**src/rtl/freq_scan_256.sv**
```systemverilog
// rtl/freq_scan_256.sv - scans the 4-lane frequency RAM and streams non-zero (symbol, frequency) pairs
module freq_scan_256 (
  input  logic        clk,
  input  logic        rstN,
  input  logic        start,
  input  logic        ram_busy,
  output logic        freq_oe,
  output logic [7:0]  freq_addr1a,
  output logic [7:0]  freq_addr2a,
  output logic [7:0]  freq_addr3a,
  output logic [7:0]  freq_addr4a,
  output logic [7:0]  freq_addr1b,
  output logic [7:0]  freq_addr2b,
  output logic [7:0]  freq_addr3b,
  output logic [7:0]  freq_addr4b,
  input  logic [17:0] freq_value1a,
  input  logic [17:0] freq_value2a,
  input  logic [17:0] freq_value3a,
  input  logic [17:0] freq_value4a,
  input  logic [17:0] freq_value1b,
  input  logic [17:0] freq_value2b,
  input  logic [17:0] freq_value3b,
  input  logic [17:0] freq_value4b,
  input  logic        freq_valid,
  output logic [7:0]  out_sym,
  output logic [19:0] out_freq,
  output logic        out_valid,
  input  logic        out_ready,
  output logic        busy,
  output logic        done,
  output logic [8:0]  sym_cnt,
  output logic [27:0] total_freq
);

  typedef enum logic [1:0] {
    ST_IDLE,
    ST_SCAN,
    ST_DRAIN,
    ST_DONE
  } state_t;

  state_t      state;
  logic [7:0]  idx;        // next even index to issue
  logic [7:0]  rd_idx;     // even index of the pair whose data is on freq_value*

  // 8-entry FIFO of {symbol, frequency}
  logic [27:0] fifo_mem [8];
  logic [2:0]  wr_ptr;
  logic [2:0]  rd_ptr;
  logic [3:0]  fifo_cnt;

  logic [19:0] sum_a;
  logic [19:0] sum_b;
  logic        cap_en;
  logic        wr_a;
  logic        wr_b;
  logic [1:0]  wr_num;
  logic        rd_en;
  logic [3:0]  cnt_next;
  logic [1:0]  inflight;
  logic        credit_ok;
  logic        start_ok;
  logic        scan_issue;
  logic        issue;
  logic [7:0]  iss_idx;
  logic [7:0]  iss_idx_odd;
  logic        drain_done;
  logic [2:0]  wr_ptr_b;
  logic [7:0]  rd_idx_odd;
  logic [27:0] fifo_head;
  logic [19:0] add_a;
  logic [19:0] add_b;

  // Lane sums, FIFO bookkeeping and issue decision
  always_comb begin
    sum_a = {2'b00, freq_value1a} + {2'b00, freq_value2a}
          + {2'b00, freq_value3a} + {2'b00, freq_value4a};
    sum_b = {2'b00, freq_value1b} + {2'b00, freq_value2b}
          + {2'b00, freq_value3b} + {2'b00, freq_value4b};

    // Only data belonging to an active scan is captured; stray valids are ignored
    cap_en = freq_valid && ((state == ST_SCAN) || (state == ST_DRAIN));
    wr_a   = cap_en && (sum_a != 20'd0);
    wr_b   = cap_en && (sum_b != 20'd0);
    wr_num = {1'b0, wr_a} + {1'b0, wr_b};
    add_a  = wr_a ? sum_a : 20'd0;
    add_b  = wr_b ? sum_b : 20'd0;

    out_valid = (fifo_cnt != 4'd0);
    rd_en     = out_valid && out_ready;
    cnt_next  = fifo_cnt + {2'b00, wr_num} - {3'b000, rd_en};

    // Each in-flight read can land up to two entries; reserve room for them
    inflight  = {1'b0, freq_oe} + {1'b0, freq_valid};
    credit_ok = ({1'b0, fifo_cnt} + {2'b00, inflight, 1'b0}) <= 5'd4;

    start_ok    = (state == ST_IDLE) && start && !ram_busy;
    scan_issue  = (state == ST_SCAN) && !ram_busy && credit_ok;
    issue       = start_ok || scan_issue;
    iss_idx     = start_ok ? 8'd0 : idx;
    iss_idx_odd = {iss_idx[7:1], 1'b1};

    // Drain ends at the edge that leaves the FIFO empty with nothing outstanding
    drain_done = (state == ST_DRAIN) && !freq_oe && (cnt_next == 4'd0);

    // When only symB is written it takes the slot at wr_ptr
    wr_ptr_b   = wr_a ? (wr_ptr + 3'd1) : wr_ptr;
    rd_idx_odd = {rd_idx[7:1], 1'b1};

    fifo_head = fifo_mem[rd_ptr];
    out_sym   = out_valid ? fifo_head[27:20] : 8'd0;
    out_freq  = out_valid ? fifo_head[19:0]  : 20'd0;
  end

  // Scan FSM with registered read request, addresses, busy and done
  always_ff @(posedge clk or negedge rstN) begin
    if (!rstN) begin
      state       <= ST_IDLE;
      idx         <= 8'd0;
      freq_oe     <= 1'b0;
      freq_addr1a <= 8'd0;
      freq_addr2a <= 8'd0;
      freq_addr3a <= 8'd0;
      freq_addr4a <= 8'd0;
      freq_addr1b <= 8'd0;
      freq_addr2b <= 8'd0;
      freq_addr3b <= 8'd0;
      freq_addr4b <= 8'd0;
      busy        <= 1'b0;
      done        <= 1'b0;
    end else begin
      freq_oe <= issue;
      done    <= 1'b0;
      if (issue) begin
        freq_addr1a <= iss_idx;
        freq_addr2a <= iss_idx;
        freq_addr3a <= iss_idx;
        freq_addr4a <= iss_idx;
        freq_addr1b <= iss_idx_odd;
        freq_addr2b <= iss_idx_odd;
        freq_addr3b <= iss_idx_odd;
        freq_addr4b <= iss_idx_odd;
        idx         <= iss_idx + 8'd2;
      end
      case (state)
        ST_IDLE: begin
          if (start_ok) begin
            state <= ST_SCAN;
            busy  <= 1'b1;
          end
        end
        ST_SCAN: begin
          if (scan_issue && (idx == 8'd254)) begin
            state <= ST_DRAIN;
          end
        end
        ST_DRAIN: begin
          if (drain_done) begin
            state <= ST_DONE;
            busy  <= 1'b0;
            done  <= 1'b1;
          end
        end
        ST_DONE: begin
          state <= ST_IDLE;
        end
        default: begin
          state <= ST_IDLE;
          busy  <= 1'b0;
        end
      endcase
    end
  end

  // Remember which pair the RAM is answering for in the following cycle
  always_ff @(posedge clk or negedge rstN) begin
    if (!rstN) begin
      rd_idx <= 8'd0;
    end else if (freq_oe) begin
      rd_idx <= freq_addr1a;
    end
  end

  // FIFO storage; symA lands before symB
  always_ff @(posedge clk) begin
    if (wr_a) begin
      fifo_mem[wr_ptr] <= {rd_idx, sum_a};
    end
    if (wr_b) begin
      fifo_mem[wr_ptr_b] <= {rd_idx_odd, sum_b};
    end
  end

  // FIFO pointers and occupancy; reset discards any contents
  always_ff @(posedge clk or negedge rstN) begin
    if (!rstN) begin
      wr_ptr   <= 3'd0;
      rd_ptr   <= 3'd0;
      fifo_cnt <= 4'd0;
    end else begin
      wr_ptr   <= wr_ptr + {1'b0, wr_num};
      rd_ptr   <= rd_ptr + {2'b00, rd_en};
      fifo_cnt <= cnt_next;
    end
  end

  // Symbol count and byte total, cleared on an accepted start and held afterwards
  always_ff @(posedge clk or negedge rstN) begin
    if (!rstN) begin
      sym_cnt    <= 9'd0;
      total_freq <= 28'd0;
    end else if (start_ok) begin
      sym_cnt    <= 9'd0;
      total_freq <= 28'd0;
    end else if (cap_en) begin
      sym_cnt    <= sym_cnt + {7'd0, wr_num};
      total_freq <= total_freq + {8'd0, add_a} + {8'd0, add_b};
    end
  end

endmodule

```
**config.mk**
```make
export PLATFORM = sky130hd
export DESIGN_NAME = freq_scan_256
export DESIGN_NICKNAME = d
export VERILOG_FILES = /design/src/rtl/freq_scan_256.sv
export SDC_FILE = /design/constraint.sdc
export NUM_CORES = 1
export LEC_CHECK = 0
export CORE_MARGIN = 10
export CORE_UTILIZATION = 45
export CTS_CLUSTER_SIZE = 24
export DETAILED_ROUTE_END_ITERATION = 16
export HOLD_SLACK_MARGIN = 0.1
export PLACE_DENSITY_LB_ADDON = 0.1
export SLEW_MARGIN = 25
export SYNTH_ARGS = -nofsm -noshare
export SYNTH_HDL_FRONTEND = slang
export SYNTH_SLANG_ARGS = --single-unit
```
**constraint.sdc**
```tcl
create_clock -name clk -period 12.04 [get_ports clk]
set_clock_uncertainty 0.1 [all_clocks]
set_input_delay 1.806 -clock clk [delete_from_list [all_inputs] [get_ports clk]]
set_output_delay 1.806 -clock clk [all_outputs]
set_load 0.01 [all_outputs]
```
# Word level (Yosys, flattened, before mapping)
# Memory sizes are Yosys's and may differ from the RTL's.
# Cells that the tools add are included.
[classes]
addsub = 18
mul = 0
n_div = 0
magnitude_cmp = 1
n_eq_ne = 7
n_shift = 0
n_mux = 23
bitwise = 0
reduce_logical = 24
[op_table]
columns = ["operator", "count"]
rows = [
  ["20-bit 2-to-1 mux", 3],
  ["28-bit by 20-bit adder with 28-bit output", 2],
  ["28-bit 2-to-1 mux", 2],
  ["19-bit by 18-bit adder with 20-bit output", 2],
  ["20-bit by 18-bit adder with 20-bit output", 2],
  ["20-bit nonzero test", 2],
  ["18-bit by 18-bit adder with 19-bit output", 2],
  ["9-bit 2-to-1 mux", 2],
  ["8-bit 2-to-1 mux", 2],
  ["1-bit logical AND", 11],
  ["9-bit by 2-bit adder with 9-bit output", 1],
  ["8-bit by 2-bit adder with 8-bit output (second input constant)", 1],
  ["8-bit equality test (second input constant)", 1],
  ["1-bit 2-to-1 mux", 8],
  ["2-bit case mux with 4 select lines", 1],
  ["2-bit 2-to-1 mux", 3],
  ["3-bit AND reduction", 2],
  ["4-bit by 3-bit adder with 5-bit output", 1],
  ["5-bit by 3-bit less-or-equal comparator with 1-bit output (second input constant)", 1],
  ["1-bit by 1-bit adder with 2-bit output", 2],
  ["4-bit by 2-bit adder with 4-bit output", 1],
  ["2-bit equality test (second input constant)", 2],
  ["4-bit logical NOT", 1],
  ["2-bit != test (second input constant)", 2],
  ["13 further kinds", 16],
]
[totals]
ff_bits = 84
latch_bits = 0
mem_bits_rw = 224
mem_bits_ro = 0
memories = 1
[memory_table]
columns = ["memory", "depth", "width", "rd", "rd_ports_with_merged_regs", "write_ports", "line", "source"]
rows = [
  ["fifo_mem", 8, 28, 1, 0, 2, "47", "logic [27:0] fifo_mem [8];"],
]

# Logic depth before layout (Yosys ltp)
# Gate-level depths: netlist (run 1).
[depth]
ltp_word = 12
depth_mapped = 29
depth_no_buf = 27

# Worst setup path after synthesis (run 1)
# OpenSTA, ideal clock, no wires.
[synth_timing]
path_type = "input to register"
startpoint = "input port freq_value1b[1]"
endpoint = "register total_freq[21]"
arrival_time_ns = 8.707
setup_slack_ns = 3.164
cell_stages = 28
n_path_buf = 1
path_cell_list = "fa_1 > fa_1 > ha_1 > inv_1 > fa_1 > nor2b_1 > o21a_1 > nor2_1 > xnor2_1 > or4_1 > or4_1 > nor4_4 > nand2b_1 > buf_4 > nor2_1 > fa_1 > ha_1 > fa_1 > a21oi_1 > o21bai_1 > a21oi_1 > o221ai_1 > nand2_1 > a21oi_1 > o31ai_1 > a21oi_1 > or4_1 > nand3_1"
[synth_via]
elab_chain_cells = 9
[synth_lines]
columns = ["element", "line", "source"]
rows = [
  ["from (decl)", "20", "input logic [17:0] freq_value1b,"],
  ["18-bit by 18-bit adder with 19-bit output *", "78", "sum_b = {2'b00, freq_value1b} + {2'b00, freq_value2b}"],
  ["19-bit by 18-bit adder with 20-bit output *", "79", "+ {2'b00, freq_value3b} + {2'b00, freq_value4b};"],
  ["20-bit by 18-bit adder with 20-bit output *", "79", ""],
  ["20-bit nonzero test", "84", "wr_b = cap_en && (sum_b != 20'd0);"],
  ["1-bit logical AND", "84", ""],
  ["20-bit 2-to-1 mux *", "87", "add_b = wr_b ? sum_b : 20'd0;"],
  ["28-bit by 20-bit adder with 28-bit output *", "217", "total_freq <= total_freq + {8'd0, add_a} + {8'd0, add_b};"],
  ["28-bit 2-to-1 mux *", "215", "end else if (cap_en) begin"],
  ["28-bit 2-to-1 mux *", "212", "end else if (start_ok) begin"],
  ["to (signal assigned)", "217", ""],
  ["to (decl)", "32", "output logic [27:0] total_freq"],
]
# Every way passes the cells marked *; elsewhere a longest branch is shown, timed or not. The select of a mux whose other input is x is not followed.
# A chain may end at the register's enable or synchronous reset.

# Final worst setup path (run 1)
[layout_timing]
startpoint = "input port freq_value1a[1]"
endpoint = "register total_freq[21]"
[layout_via]
elab_chain_cells = 10
[layout_lines]
columns = ["element", "line", "source"]
rows = [
  ["from (decl)", "16", "input logic [17:0] freq_value1a,"],
  ["18-bit by 18-bit adder with 19-bit output *", "76", "sum_a = {2'b00, freq_value1a} + {2'b00, freq_value2a}"],
  ["19-bit by 18-bit adder with 20-bit output *", "77", "+ {2'b00, freq_value3a} + {2'b00, freq_value4a};"],
  ["20-bit by 18-bit adder with 20-bit output *", "77", ""],
  ["20-bit nonzero test", "83", "wr_a = cap_en && (sum_a != 20'd0);"],
  ["1-bit logical AND", "83", ""],
  ["20-bit 2-to-1 mux *", "86", "add_a = wr_a ? sum_a : 20'd0;"],
  ["28-bit by 20-bit adder with 28-bit output * (2 in series)", "217", ""],
  ["28-bit 2-to-1 mux *", "215", ""],
  ["28-bit 2-to-1 mux *", "212", ""],
]
# Marked as above.

==> impl_metrics.tcl, run 1 <==
set metrics [dict create \
    placed_cell_area_um2 22760 \
    async_reset_ff_frac 0.2483 \
    fin_crit_ps 10030 \
    clk_pin_slew_ps 60 \
    cts_setup_buffers 0 \
    max_clock_freq_mhz 99.74 \
    synthCells 1736 \
    slew_headroom 0.2913 \
    p_per_area_nw_per_um2 281.9 \
    synth_edf_count 216 \
    place_ws_ps 1604 \
    rsz0062_at_grt "no" \
    routed-wl-met3_um 4999 \
    leakage_nw 9.170 \
    gr-total-overflow 0 \
    firstDrtPassIters 8 \
    yosysSeqAreaShare 0.4282 \
    critPathMaxFanout 16 \
    synthesis.area_um2 19840 \
    finalWirelength_um 60840 \
    clk_latency_ps 540 \
    hp-class "flop to flop" \
    path_class "input pin to flop" \
    synthToLayoutAreaGrowth_pct 21.14 \
    rows 76 \
    worstReg2RegStart "state[0]" \
    synth_ff_type "edfxtp_1" \
    worst_pin_slew_ps 1062 \
    dr.first_iter.drc_count 1566 \
    grt_max_degree 75 \
    portBuffers 278 \
    grt_usage 0.2268 \
    die_w_um 230.0 \
    cts.repair.resized 0 \
    gp_congestion 0.8617 \
    finalHoldViolations 0 \
    top_layer "met4" \
    hold_depth 2 \
    status "complete, no violations" \
    vias 14970 \
    drc 0 \
    fin_setup_tns_ps 0 \
    ys_warn_count 0 \
    grt_pass1_wl_um 93580 \
    syn_avg_cell_area_um2 11.43 \
    fin_ws_ps 2014 \
    drtAntennaViolNets 0 \
    reg2reg_depth 19 \
    nNetsFinal 2245 \
    wl_met2_um 30110 \
    viasPerCell 5.914 \
    hold_buffers 0 \
    hold_ws_ps 345.9 \
    crit_end "total_freq[21]" \
    avgRoutedWirePerCell_um 24.04 \
    finish.instance_area_um2 24040 \
    numCtsBuffers 36 \
    cap_viol_max_count 0 \
    cp.required_ps 12410 \
    cts_tree "done" \
    cts_sinks 298 \
    rr_endpoint "total_freq[21]" \
    fin_crit_sh 0.8327 \
    grt_pass1_vias 15640 \
    cp-end-kind "flop" \
    setup_viol 0 \
    initial_core_util 0.4576 \
    die-area_um2 52900 \
    antenna_found_initial 0 \
    ios 283 \
    slew_viol_final 0 \
    drive_gt1_frac 0.1064 \
    crit_start "freq_value1a[1]" \
    clockBufferDepth 3 \
    drt-met1-wl_um 24510 \
    synth_seq_cells 298 \
    rrSetupSlack_ps 6620 \
    ir_drop_uv 134.5 \
    cts.htree.levels 2 \
    cts_root_buf "clkbuf_16" \
    core_area_um2 43360 \
    utilization 0.5544 \
    hpwl_um 42000 \
    die_h_um 230.0 \
    diodes 0 \
    arrival_ps 10400 \
    yosysUniqueCellTypes 85 \
    cp-start-kind "input pin" \
]
cells in the mapped netlist (38+ instances only):
cell type	number	area (µm²)
nand2_1	127	476.7
ha_1	78	975.9
buf_4	60	450.4
inv_1	81	304.0
mux4_2	56	1261
nor2_1	107	401.6
edfxtp_1	216	6486
fa_1	97	1942
mux2i_1	38	380.4
dfrtp_1	74	1852
o22ai_1	151	944.7
a21oi_1	73	365.4
clkbuf_1	52	195.2
a21boi_0	57	427.9
o21ai_0	41	205.2
cells by family after synthesis:
kind of cell	count (synthesis)	synth area share
other	1	0.0001890
buffers and inverters	244	0.06009
adder cells (fa/ha/maj)	175	0.1470
AND/OR/NAND/NOR	414	0.1021
AO/OA/AOI/OAI	451	0.1519
XOR/XNOR	49	0.02201
multiplexers	104	0.08840
flip-flops	298	0.4282
worst max-delay path, cell delays in order:
cell,delay [ps]
clkdlybuf4s50_1,430
fa_1,550
fa_1,410
ha_1,250
fa_1,480
a21o_1,220
a221oi_2,490
nor3_1,180
o21a_1,210
o21ai_1,670
nand3_1,260
o41ai_4,780
nor2_1,130
fa_1,500
ha_1,240
fa_1,420
a21oi_1,170
o21bai_1,100
a21oi_1,210
o221ai_1,180
nand2_1,180
a21oi_1,100
o31ai_1,660
a21oi_1,160
or4_1,500
nand3_1,90
registers in the layout, indices dropped and copies added (netlist names), 2 cells and up:
register,count
rd_idx,7
rd_ptr,3
fifo_mem,224
fifo_cnt,4
total_freq,28
freq_addr4a,7
wr_ptr,3
idx,7
sym_cnt,9
state,2
worst min path at each step:
stage / to / startpoint / slack [ps]
after floorplan: fifo_mem[2][20] / fifo_mem[2][20] / 320
after detailed placement: fifo_mem[6][20] / fifo_mem[6][20] / 340
after CTS: fifo_mem[2][20] / fifo_mem[2][20] / 350
final: fifo_mem[4][20] / fifo_mem[4][20] / 350
after global placement: fifo_mem[6][20] / fifo_mem[6][20] / 330
after global routing: fifo_mem[3][20] / fifo_mem[3][20] / 370
cells in the final DEF (no fill, tap or decap), types with 8 or more instances in the layout:
cell	instances
nand4_1	15
nor2b_1	9
a211oi_1	14
ha_1	78
and2_1	11
o22ai_1	151
clkbuf_1	13
nand2_2	17
or3_1	14
xnor2_1	27
a21o_1	20
a21oi_1	73
a21boi_0	57
a31oi_1	10
inv_1	81
or2_2	9
mux2_2	10
fa_1	97
clkbuf_16	36
edfxtp_1	216
dfxtp_1	8
mux2i_1	38
o32ai_1	9
xor2_1	19
nor2_1	103
o21ai_0	41
buf_4	20
nand3_1	28
nand2_1	119
nor3_1	19
clkdlybuf4s50_1	277
nand2b_1	22
dfrtp_1	72
mux4_2	56
cell type report:
cell class,count,area [µm²]
fill,3875,19320
multi-input combinational,1197,10280
sequential,298,8506
timing repair buffer,301,3017
clock buffer,52,991.0
tap,585,732.0
inverter,86,322.8
clock inverter,12,188.9
report_power, final:
group | total (mW) | internal, mW | switching [mW]
sequential | 1.77 | 1.49 | 0.270
combinational | 3.91 | 1.65 | 2.26
clock | 1.10 | 0.663 | 0.436
through the flow:
stage	power, mW	cells
2_1_floorplan	4.246	1739
4_1_cts	6.735	2528
5_1_grt	7.207	2531
3_3_place_gp	5.566	2464
3_5_place_dp	5.615	2464
6_report	6.777	2531
metal layers:
metal	track usage	vias up
li1	-	6800
met1	0.2928	7482
met2	0.3829	608
met3	0.04432	78
met4	0.06023	0
met5	0	-
No activity file was read; power rests on OpenSTA's default activity.
==> inputs of run 2 (changes only) <==
Clock period 12.04 ns to 9.65 ns, I/O delays scaled along.
==> run 2 against run 1 <==
Clock-buffer cell count decreased by 6. Sequential power is 24% higher. Via count about the same. Die area stayed put. Critical path depth grew 2. Routed wire length is 1.3% lower. Combinational power grew 25%. Design area fell by 0.61%. Largest power group unchanged.
==> impl_metrics.tcl, run 2 (synthesized netlist as in run 1, its figures left out) <==
set metrics [dict create \
    status "complete, no violations" \
    largest_reg_flops 224 \
    cp-start-kind "input pin" \
    drive_gt1_frac 0.1079 \
    p_per_area_nw_per_um2 345.6 \
    worst_pin_slew_ps 1008 \
    final_cell_mix "277 x clkdlybuf4s50_1, 216 x edfxtp_1, 151 x o22ai_1" \
    viasPerCell 5.869 \
    fin_crit_sh 0.9193 \
    rr_endpoint "total_freq[27]" \
    firstDrtPassIters 6 \
    grt_pass1_vias 15690 \
    cp-end-kind "flop" \
    ios 283 \
    worstReg2RegStart "state[1]" \
    cts_sinks 298 \
    max_clock_freq_mhz 112.7 \
    die_w_um 230.0 \
    cts.htree.levels 1 \
    avgRoutedWirePerCell_um 23.55 \
    reg2reg_depth 20 \
    hold_start "fifo_mem[6][20]" \
    diodes 0 \
    fin_crit_ps 8871 \
    layout_commonest_cell "clkdlybuf4s50_1" \
    hold_buffers 0 \
    antenna_found_initial 0 \
    hold_depth 2 \
    drtAntennaViolNets 0 \
    numCtsBuffers 31 \
    hpwl_um 43410 \
    hold_ws_ps 343.6 \
    fin_setup_tns_ps 0 \
    crit_path_top_delay_cell "or4_1" \
    ir_drop_uv 187.5 \
    cts_setup_buffers 0 \
    regMostFlops "fifo_mem" \
    gr-total-overflow 0 \
    clk_latency_ps 590 \
    clockBufferDepth 3 \
    cts.repair.resized 0 \
    rrSetupSlack_ps 4700 \
    cap_viol_max_count 0 \
    gp_congestion 0.8774 \
    grt_max_degree 75 \
    critPathMaxFanout 6 \
    drc 0 \
    slew_headroom 0.3280 \
    hold_end "fifo_mem[6][20]" \
    die_h_um 230.0 \
    critPathMaxStageDelay_ps 550 \
    slew_viol_final 0 \
    hp-class "flop to flop" \
    grt_usage 0.2225 \
    nNetsFinal 2269 \
    finalHoldViolations 0 \
    cp.required_ps 10030 \
    leakage_nw 9.175 \
    arrival_ps 9250 \
    portBuffers 278 \
    vias 14970 \
    path_class "input pin to flop" \
    core_area_um2 43360 \
    dr.first_iter.drc_count 1141 \
    top_regs "fifo_mem (224), total_freq (28), sym_cnt (9)" \
    cp_common_cell "fa_1" \
    die-area_um2 52900 \
    synthToLayoutAreaGrowth_pct 20.40 \
    clk_pin_slew_ps 60 \
    grt_pass1_wl_um 92740 \
    setup_viol 0 \
    initial_core_util 0.4576 \
    rsz0062_at_grt "no" \
    rows 76 \
    cts_root_buf "clkbuf_16" \
    finalWirelength_um 60060 \
    cts_tree "done" \
]
-- run 2: changes by cell type in the layout (fill, tap and decap cells not counted), moves of 3 or more --
cell	before	now
buf_16	3	0
buf_4	20	51
bufinv_16	4	1
clkbuf_1	13	10
clkbuf_16	36	31
nand2_1	119	127
nand2_2	17	9
nand3_1	28	34
nand3_2	6	0
nor2_2	3	6
nor2_4	3	0
-- run 2: how the worst max path moves through the flow --
stage / start / end / slack (ps) / cells past startpoint
2_1_floorplan: freq_value1b[1] / total_freq[21] / 1130 / 28
6_report: freq_value1b[1] / total_freq[24] / 780 / 28
4_1_cts: freq_value1b[1] / total_freq[24] / 800 / 28
3_5_place_dp: freq_value1b[1] / total_freq[24] / 230 / 28
3_3_place_gp: freq_value1b[1] / total_freq[26] / 410 / 28
5_1_grt: freq_value1b[1] / total_freq[24] / 300 / 28
-- run 2: cell type report --
cell class	instances	area, µm²
Fill cell	3796	19470
Multi-Input combinational cell	1197	10190
Sequential cell	298	8506
Timing Repair Buffer	330	3187
Clock buffer	46	882.1
Tap cell	585	732.0
Inverter	86	322.8
Clock inverter	8	76.32
-- run 2: layer usage --
layer	part of all wire	vias to the layer above	track usage
met5	0	-	0
met4	0.018	0	0.04481
met3	0.088	75	0.05799
met2	0.50	572	0.3834
met1	0.39	7482	0.2767
li1	-	6837	-
-- run 2: report_power, final --
group,internal [mW],switching [mW],leakage [nW]
logic,2.10,2.80,5.59
clock network,0.655,0.500,0.470
registers,1.86,0.345,3.11
total,4.61,3.65,9.17
-- run 2: critical path, delay by kind of cell --
family	cells	cell delay (ps)
buffers and inverters	3	630
AOI/OAI and AO/OA	7	1420
and+or+nand+nor	11	3000
adders and majority gates	6	2550
xor gates and xnor gates	1	200
-- run 2: metrics by stage --
stage	utilization	total power, mW	worst slack, ps	std cells	cell area [µm²]
finish	0.5510	8.258	778.9	2550	23890
global placement	0.5288	7.017	413.0	2496	22930
detailed placement	0.5288	7.073	227.7	2496	22930
floorplan	-	5.298	1133	1739	19860
CTS	0.5509	8.247	795.6	2550	23890
global route	0.5510	8.805	303.8	2550	23890
==> inputs of run 3 (changes only) <==
Settings changed: CORE_MARGIN 10 to 5, GPL_TIMING_DRIVEN from default to 0.
==> run 3 against run 2 <==
Critical path depth increased by 1. Clock-buffer cell count is 1 higher. Sequential share of layout area decreased by 1.3 points. Flip-flop and latch count stayed put. First-iteration DRC count grew 30%. Die area shrank 8.5%. Sequential power fell by 5%. Routed wire length grew 4.6%. Largest power group unchanged. Final cell count rose by 5.2%.
==> impl_metrics.tcl, run 3 (synthesized netlist as in run 1, its figures left out) <==
set metrics [dict create \
    diodes 0 \
    cap_viol_max_count 0 \
    status "complete, no violations" \
    final_cell_mix "277 x clkdlybuf4s50_1, 216 x edfxtp_1, 151 x o22ai_1" \
    finish.instance_area_um2 24780 \
    met1_usage 0.3464 \
    grt.met2_usage 0.4319 \
    setup_viol 0 \
    die_w_um 220.0 \
    hold_buffers 0 \
    firstDrtPassIters 6 \
    synthToLayoutAreaGrowth_pct 24.89 \
    use_met3 0.04781 \
    cts.htree.levels 2 \
    path_class "input pin to flop" \
    finalWirelength_um 62820 \
    cp-end-kind "flop" \
    hold_depth 2 \
    initial_core_util 0.4517 \
    grt_pass1_vias 16080 \
    cts_sinks 298 \
    die-area_um2 48400 \
    cts_tree "done" \
    grt_pass1_wl_um 94840 \
    grt_usage 0.2576 \
    p_per_area_nw_per_um2 347.0 \
    regArea_um2 8498 \
    clk_pin_slew_ps 60 \
    filler_cell_count 3862 \
    drive_gt1_frac 0.1335 \
    antenna_found_initial 1 \
    grt_max_degree 46 \
    gp_congestion 0.9097 \
    fin_crit_sh 0.9656 \
    nNetsFinal 2391 \
    cp_common_cell "fa_1" \
    ir_drop_uv 205.5 \
    ios 283 \
    viasPerCell 5.894 \
    gr-total-overflow 0 \
    reg2reg_depth 20 \
    layout_commonest_cell "clkdlybuf4s50_1" \
    core_area_um2 43930 \
    critPathMaxStageDelay_ps 600 \
    slew_viol_final 0 \
    finalHoldViolations 0 \
    place_ws_ps -632.0 \
    rows 77 \
    cp_top_family "adder cells" \
    portBuffers 278 \
    top_regs "fifo_mem (224), total_freq (28), sym_cnt (9)" \
    arrival_ps 9690 \
    clockBufferDepth 3 \
    drtAntennaViolNets 0 \
    cts_root_buf "clkbuf_16" \
    largest_reg_flops 224 \
    top_usage_layer "met2" \
    cp-start-kind "input pin" \
    hpwl_um 47630 \
    hp-class "flop to flop" \
    multi_input_area_um2 10280 \
    crit_path_top_delay_cell "or4_1" \
    cp.depth 29 \
    cp.required_ps 10020 \
    fin_crit_ps 9318 \
    vias 15810 \
    utilization 0.5641 \
    worst_pin_slew_ps 1067 \
    leakage_nw 9.583 \
    avgRoutedWirePerCell_um 23.42 \
    rsz0062_at_grt "no" \
    dr.first_iter.drc_count 1487 \
    drc 0 \
    max_clock_freq_mhz 107.3 \
    cp_num_buf_inv 3 \
    numCtsBuffers 34 \
    clk_latency_ps 550 \
    fin_ws_ps 332.0 \
    slew_headroom 0.2874 \
    p_total_mw 8.600 \
    placed_cell_area_um2 23630 \
    die_h_um 220.0 \
    critPathMaxFanout 8 \
    regMostFlops "fifo_mem" \
]
## run 3: changes by cell type in the layout (fill, tap and decap cells not counted), sizes merged
cell / previous run / this run
buf: 53 / 119
clkbuf: 46 / 100
clkinv: 9 / 12
inv: 84 / 86
## run 3: routing by layer
layer | up-vias | routed length [µm]
met3 | 110 | 5664
met2 | 800 | 30890
li1 | 7086 | -
met5 | - | 12
met1 | 7811 | 24730
met4 | 2 | 1526
## run 3: report_power, final
group	total (mW)	switching (mW)	internal, mW
Clock	1.25	0.547	0.705
Combinational	5.25	3.03	2.21
Sequential	2.10	0.248	1.85
Total	8.60	3.83	4.77
## run 3: worst min-delay path: cells and delay by family, from the launching register on
| kind | cells | cell delay [ps] |
|---|---|---|
| flip-flops | 1 | 310 |
| AND/OR/NAND/NOR | 2 | 90 |
## run 3: layout make-up
class / count / area share
multi-input combinational: 1197 / 0.4148
sequential: 298 / 0.3429
timing repair buffer: 291 / 0.1223
clock buffer: 47 / 0.03751
buffer: 158 / 0.03519
tap: 592 / 0.02989
inverter: 86 / 0.01303
clock inverter: 13 / 0.004392
## run 3: metrics by stage
step / std cells / hold WS, ps / setup TNS, ps
finish: 2682 / 344.1 / 0
CTS: 2679 / 344.7 / 0
detailed placement: 2619 / 335.0 / -3753
floorplan: 1739 / 318.5 / 0
global placement: 2609 / 326.4 / -50620
global route: 2682 / 367.5 / 0
## run 3: final timing paths
| kind | startpoint | endpoint | slack, ps |
|---|---|---|---|
| setup / recovery | freq_value1b[1] | total_freq[21] | 330 |
| hold / removal | fifo_mem[3][20] | fifo_mem[3][20] | 340 |
| setup reg to reg | state[0] | total_freq[21] | 4160 |
| hold reg to reg | fifo_mem[3][20] | fifo_mem[3][20] | 340 |
| max in group asynchronous | rstN | idx[7] | 8090 |
| min in group asynchronous | rstN | rd_ptr[0] | 750 |
## run 3: repair_timing
action,4_1_cts,5_1_grt
setup buffers,0,3
pin swaps,0,2
gates cloned,0,0
setup endpoints to repair,1,8
resized for setup,1,10
